==> src/rtl/matmul_ctrl_pkg.sv <==
// matmul_ctrl_pkg: definitions shared by the matmul control blocks.
// Contents: array geometry (ROWS), the input-control FSM state type and a
//   helper that sizes counters so they can reach their terminal value without wrapping.
package matmul_ctrl_pkg;

  // Systolic array geometry: one input lane per row.
  localparam int ROWS = 4;

  typedef enum logic [2:0] {
    IDLE,
    LOAD,
    STREAM,
    DRAIN,
    DONE
  } in_ctrl_state_t;

  // $clog2(n)+1 bits: one spare bit so a count of n-1 never wraps before its compare.
  function automatic int cnt_width(input int n);
    return $clog2(n) + 1;
  endfunction

endpackage

==> src/rtl/input_skew_delay.sv <==
// input_skew_delay: enable-gated shift register that delays one lane by DEPTH clks.
// Ports: i_clk, i_rst (async, active-high), i_en (shift when high),
//   i_dat -> o_dat. DEPTH=0 is a pure wire, so lane 0 adds no latency.
module input_skew_delay #(
  parameter int WIDTH = 17,
  parameter int DEPTH = 0
) (
  input  logic             i_clk,
  input  logic             i_rst,
  input  logic             i_en,
  input  logic [WIDTH-1:0] i_dat,
  output logic [WIDTH-1:0] o_dat
);

  if (DEPTH == 0) begin : g_pass
    // Clock, reset and enable have no role in the pass-through case.
    logic w_unused;
    assign w_unused = i_clk ^ i_rst ^ i_en;
    assign o_dat    = i_dat;
  end else begin : g_shift
    logic [DEPTH-1:0][WIDTH-1:0] r_sr;

    always_ff @(posedge i_clk or posedge i_rst) begin
      if (i_rst) begin
        r_sr <= '0;
      end else if (i_en) begin
        r_sr[0] <= i_dat;
        for (int i = 1; i < DEPTH; i++) begin
          r_sr[i] <= r_sr[i-1];
        end
      end
    end

    assign o_dat = r_sr[DEPTH-1];
  end

endmodule

==> src/rtl/matmul_input_control.sv <==
// matmul_input_control: latches an input matrix and streams it into the systolic
// array row lanes. Lane r is skewed r clks behind lane 0; each element is held
// HOLD_CYCLES clks.
// Ports: i_clk, i_rst (async, active-high), i_start, i_stall (global freeze),
//   i_input_matrix[k][r]; o_matmul_fsm_input (lane r at r*WORD_SIZE),
//   o_matmul_input_valid (per lane), o_busy, o_done (1-clk pulse, held during stall).
module matmul_input_control
  import matmul_ctrl_pkg::*;
#(
  parameter int WORD_SIZE   = 16,
  parameter int N_VEC       = ROWS,
  parameter int HOLD_CYCLES = 2
) (
  input  logic                                      i_clk,
  input  logic                                      i_rst,
  input  logic                                      i_start,
  input  logic                                      i_stall,
  input  logic [N_VEC-1:0][ROWS-1:0][WORD_SIZE-1:0] i_input_matrix,
  output logic [ROWS*WORD_SIZE-1:0]                 o_matmul_fsm_input,
  output logic [ROWS-1:0]                           o_matmul_input_valid,
  output logic                                      o_busy,
  output logic                                      o_done
);

  localparam int VK_W = cnt_width(N_VEC);
  localparam int HC_W = cnt_width(HOLD_CYCLES);
  localparam int DR_W = cnt_width(ROWS);
  localparam int VI_W = (N_VEC > 1) ? $clog2(N_VEC) : 1;

  localparam logic [VK_W-1:0] VK_LAST = VK_W'(N_VEC - 1);
  localparam logic [HC_W-1:0] HC_LAST = HC_W'(HOLD_CYCLES - 1);
  // DRAIN lasts ROWS-1 clks, so the drain counter stops at ROWS-2.
  localparam logic [DR_W-1:0] DR_LAST = DR_W'((ROWS > 1) ? ROWS - 2 : 0);

  in_ctrl_state_t                           r_state;
  logic [VK_W-1:0]                          r_vk;
  logic [HC_W-1:0]                          r_hc;
  logic [DR_W-1:0]                          r_drain;
  logic                                     r_pend;
  logic                                     r_busy;
  logic                                     r_done;
  logic [ROWS-1:0]                          r_lane_vld;
  logic [ROWS-1:0][WORD_SIZE-1:0]           r_lane_dat;
  logic [N_VEC-1:0][ROWS-1:0][WORD_SIZE-1:0] r_buf;

  logic w_accept;
  logic w_en;

  // A start seen in IDLE is taken exactly once; r_pend remembers it if a stall
  // holds the FSM, so later matrix changes cannot overwrite the captured one.
  assign w_accept = (r_state == IDLE) && i_start && !r_pend;
  assign w_en     = ~i_stall;

  // Buffer contents are don't-care out of reset, so no reset term here.
  always_ff @(posedge i_clk) begin
    if (w_accept) begin
      r_buf <= i_input_matrix;
    end
  end

  always_ff @(posedge i_clk or posedge i_rst) begin
    if (i_rst) begin
      r_state    <= IDLE;
      r_vk       <= '0;
      r_hc       <= '0;
      r_drain    <= '0;
      r_pend     <= 1'b0;
      r_busy     <= 1'b0;
      r_done     <= 1'b0;
      r_lane_vld <= '0;
      r_lane_dat <= '0;
    end else if (i_stall) begin
      // Everything freezes; only the start request is remembered.
      if (w_accept) begin
        r_pend <= 1'b1;
      end
    end else begin
      // Outputs follow the current state, so they trail the state by one clk.
      r_busy <= (r_state == LOAD) || (r_state == STREAM) || (r_state == DRAIN);
      r_done <= (r_state == DONE);
      for (int r = 0; r < ROWS; r++) begin
        r_lane_vld[r] <= (r_state == STREAM);
        r_lane_dat[r] <= (r_state == STREAM) ? r_buf[r_vk[VI_W-1:0]][r] : '0;
      end

      case (r_state)
        IDLE: begin
          if (i_start || r_pend) begin
            r_state <= LOAD;
            r_pend  <= 1'b0;
          end
        end
        LOAD: begin
          r_state <= STREAM;
          r_vk    <= '0;
          r_hc    <= '0;
        end
        STREAM: begin
          if (r_hc == HC_LAST) begin
            r_hc <= '0;
            if (r_vk == VK_LAST) begin
              r_vk    <= '0;
              r_drain <= '0;
              r_state <= (ROWS > 1) ? DRAIN : DONE;
            end else begin
              r_vk <= r_vk + 1'b1;
            end
          end else begin
            r_hc <= r_hc + 1'b1;
          end
        end
        DRAIN: begin
          if (r_drain == DR_LAST) begin
            r_drain <= '0;
            r_state <= DONE;
          end else begin
            r_drain <= r_drain + 1'b1;
          end
        end
        DONE: begin
          r_state <= IDLE;
        end
        default: begin
          r_state <= IDLE;
        end
      endcase
    end
  end

  // Each lane carries {valid, data} through its own skew line.
  for (genvar gr = 0; gr < ROWS; gr++) begin : g_lane
    logic [WORD_SIZE:0] w_skew_out;

    input_skew_delay #(
      .WIDTH(WORD_SIZE + 1),
      .DEPTH(gr)
    ) u_skew (
      .i_clk(i_clk),
      .i_rst(i_rst),
      .i_en (w_en),
      .i_dat({r_lane_vld[gr], r_lane_dat[gr]}),
      .o_dat(w_skew_out)
    );

    assign o_matmul_input_valid[gr]                      = w_skew_out[WORD_SIZE];
    assign o_matmul_fsm_input[gr*WORD_SIZE +: WORD_SIZE] = w_skew_out[WORD_SIZE-1:0];
  end

  assign o_busy = r_busy;
  assign o_done = r_done;

endmodule

==> config.mk <==
export PLATFORM = sky130hd
export DESIGN_NAME = matmul_input_control
export DESIGN_NICKNAME = d
export VERILOG_FILES = /design/src/rtl/matmul_ctrl_pkg.sv /design/src/rtl/input_skew_delay.sv /design/src/rtl/matmul_input_control.sv
export SDC_FILE = /design/constraint.sdc
export NUM_CORES = 1
export LEC_CHECK = 0
export ABC_CLOCK_PERIOD_IN_PS = 37800
export BUFFER_PORTS_ARGS = -buffer_cell sky130_fd_sc_hd__buf_2
export CAP_MARGIN = 20
export CORE_MARGIN = 2
export CORE_UTILIZATION = 59
export CTS_CLUSTER_DIAMETER = 50
export DETAILED_ROUTE_END_ITERATION = 8
export PLACE_DENSITY = 0.85
export SETUP_SLACK_MARGIN = 0.05
export SYNTH_ARGS = -nofsm -noshare
export SYNTH_HDL_FRONTEND = slang
export SYNTH_SLANG_ARGS = --single-unit
==> constraint.sdc <==
create_clock -name i_clk -period 37.8 [get_ports i_clk]
set_clock_uncertainty 0.15 [all_clocks]
set_input_delay 1.89 -clock i_clk [delete_from_list [all_inputs] [get_ports i_clk]]
set_output_delay 1.89 -clock i_clk [all_outputs]
set_load 0.03 [all_outputs]
==> reports/results.txt <==
CTS sink count - 434
Comb pwr share - 24.0%
Mapped Nets - 1064
CTS Root Cell - clkbuf_16
Via density - 5.60
multi-input gate area in the final layout - 3520 sq um
top routing layer in use - met4
final setup margin - 33600 ps
Mean Syn Cell Area - 20.2 sq um
Sw Pwr - 444 uW
Clock power frac - 30.3%
Reg power frac - 45.8%
antenna violations before repair - 3
via count - 8372
Post-Place Cell Area - 17800 sq um
slew of the pin with the lowest slew margin - 1100 ps
Cells after Synth - 803
period utilisation layout - 11.1%
Core Area - 27000 sq um
I/O pins - 330
worst reg2reg endpoint - r_buf[235]
crit path DAT - 4180 ps
largest net degree at the start of global routing - 99
Total Routing Usage GR - 21.9%
Die ar. - 28800 sq um
hold_buf cts - 0
Initial Util - 60.1%
CTS tree - built
depth of the worst register-to-register path - 5
clock slew at reported path FFs - 60 ps
worst-path fanout max - 88
switch share - 29.2%
hold slack - 346 ps
I/O Buffers - 329
filler instances - 1578
post-layout min period - 4200 ps
final setup violation count - 0
Initial DRT Pass Iterations - 5
Antenna Nets Post-Route - 0
status - finished, final reports clean
DP HPWL - 19800 um
Setup crit end kind - flop
worst skew pair latency - 520 ps
wire length on met3 - 1950 um
Hold WC Path Type - reg2reg
Max Cap Violations - 0
CTS resizes - 0
Pleak - 0.00816 uW
post-synthesis sequential area ratio - 75.0%
Final Hold Fails - 0
DRT Wirelength - 31100 um
Distinct cells, synth - 36
Ys Warns - 0
H-tree depth - 2
crit path capture - r_buf[235]
Met1 Wirelength - 11900 um
Critical Path Source - i_start
Fmax - 0.238 GHz
Req. time, crit path - 37790 ps
slew margin rel. - 26.6%
internal power - 1080 uW
flops & latches, synth - 434
met2 routed WL - 16300 um
GRT overflow - 0
setup TNS - 0 ps
FF/Latch Area - 12100 sq um
setup bufs post-CTS - 0
finished layout cell area - 19500 sq um
peak supply drop - 0.0000477 V
number of CTS-inserted buffers - 46
CP Class - in2reg
wire per inst - 20.8 um
vias in the first global route - 8888
first-pass GRT wire length - 48000 um
gpl congestion - 0.784
DRC - 0
pre-CTS setup slack - 33040 ps
r2r startpoint - r_state[1]
initial DRC count - 596
Die Wd - 170 um
CTS max path bufs - 3
fin nets - 1373
Die H - 170 um
total power draw - 1520 uW
startpoint types - primary input
Final Max Slew Viols - 0
row count - 60
PwrDens - 77.9 nW/um^2
share of layout cells above drive strength 1 - 50.3%
area delta synth->final - 20.4%
setup slack, reg-to-reg - 34120 ps
synthesized cell area - 16200 sq um
RSZ-0062 raised after global routing - no
[cell usage after synthesis]
cell type	n	area share, %
edfxtp_1	256	47
dfrtp_1	178	28
mux2_2	102	7.1
a22o_1	65	3.5
mux4_2	64	8.9
buf_4	37	1.7
buf_2	16	0.49
clkbuf_1	16	0.37
buf_6	10	0.70
nand2_1	7	0.16
a21oi_1	5	0.15
nor2_1	5	0.12
nor3_1	5	0.15
inv_1	4	0.093
nor2b_1	4	0.15
o21ai_0	4	0.12
a211o_1	2	0.11
nor3b_1	2	0.093
o21a_1	2	0.093
o21ai_1	2	0.062
or3b_1	2	0.11
a2111oi_0	1	0.054
a21o_1	1	0.046
a221o_1	1	0.062
a31oi_1	1	0.039
and2_1	1	0.039
and3b_1	1	0.054
ha_1	1	0.077
mux2i_1	1	0.062
nand2b_1	1	0.039
nand3b_1	1	0.046
nand4bb_1	1	0.070
nor4bb_1	1	0.062
o22a_1	1	0.054
o31ai_1	1	0.046
or4b_1	1	0.062
[cells by family (layout without fill, tap and decap cells)]
group	Yosys count	in the layout	synth area share, %
AOI/OAI and AO/OA	86	86	4.36
adders and majority gates	1	1	0.0773
buffers and inverters	83	430	3.37
DFF	434	434	75.0
muxes	167	167	16.1
other	0	3	0
and+or+nand+nor	32	32	1.16
[metal layers]
metal	GRT usage (%)	vias up
li1	-	3762
met1	27.9	4254
met2	37.7	287
met3	4.78	69
met4	7.66	0
met5	0	-
[layout make-up]
cell class,instances,area share (%)
sequential,434,62.3
multi-input combinational,286,18.1
timing repair buffer,340,9.10
clock buffer,69,7.19
tap,341,2.19
clock inverter,17,1.03
inverter,4,0.115
antenna,3,0.0385
[worst min-delay path by stage]
stage | startpoint | to | depth (start not counted)
after global placement | o_busy | o_busy | 2
after detailed placement | o_done | o_done | 2
after global routing | g_lane[3].u_skew.g_shift.r_sr[23] | g_lane[3].u_skew.o_dat[6] | 1
final | g_lane[3].u_skew.g_shift.r_sr[11] | g_lane[3].u_skew.g_shift.r_sr[28] | 1
after floorplan | r_lane_dat[27] | r_lane_dat[27] | 1
after CTS | g_lane[3].u_skew.g_shift.r_sr[27] | g_lane[3].u_skew.o_dat[10] | 1
[per-stage QoR]
stage	cells	utilization, %
6_report	1494	72.4
5_1_grt	1494	72.4
4_1_cts	1489	72.1
3_5_place_dp	1403	66.2
3_3_place_gp	1403	66.2
2_1_floorplan	803	-
[registers in the layout, indices dropped and copies added, names as in the netlist]
| name | flops |
|---|---|
| r_buf | 256 |
| g_lane.u_skew.g_shift.r_sr | 50 |
| r_drain | 3 |
| o_done | 1 |
| g_lane.u_skew.o_dat | 49 |
| r_vk | 3 |
| o_busy | 1 |
| r_lane_vld | 1 |
| r_state | 3 |
| r_hc | 2 |
| r_lane_dat | 64 |
| r_pend | 1 |
[cells in the final DEF (no fill, tap or decap), types with 4 or more instances in the layout]
cell type  Yosys  final
buf_2         16    328
edfxtp_1     256    256
dfrtp_1      178    176
mux2_2       102    102
a22o_1        65     65
mux4_2        64     64
clkbuf_16      0     50
clkbuf_1      16     11
buf_4         37      9
clkbuf_8       0      8
nand2_1        7      7
clkinv_1       0      7
nor3_1         5      5
a21oi_1        5      5
o21ai_0        4      4
nor2b_1        4      4
bufinv_16      0      4
[power by group through the flow]
stage / logic, uW / clock network (uW) / registers, uW
floorplan: 279 / 0 / 723
global placement: 355 / 0 / 696
detailed placement: 366 / 0 / 705
CTS: 368 / 467 / 698
global route: 390 / 488 / 711
finish: 364 / 460 / 696
[critical path, stage by stage]
cell and delay [ps]:
buf_2 100, nand2_1 80, nor2_4 400, buf_4 690, buf_4 900
No activity file was read; power rests on OpenSTA's default activity.
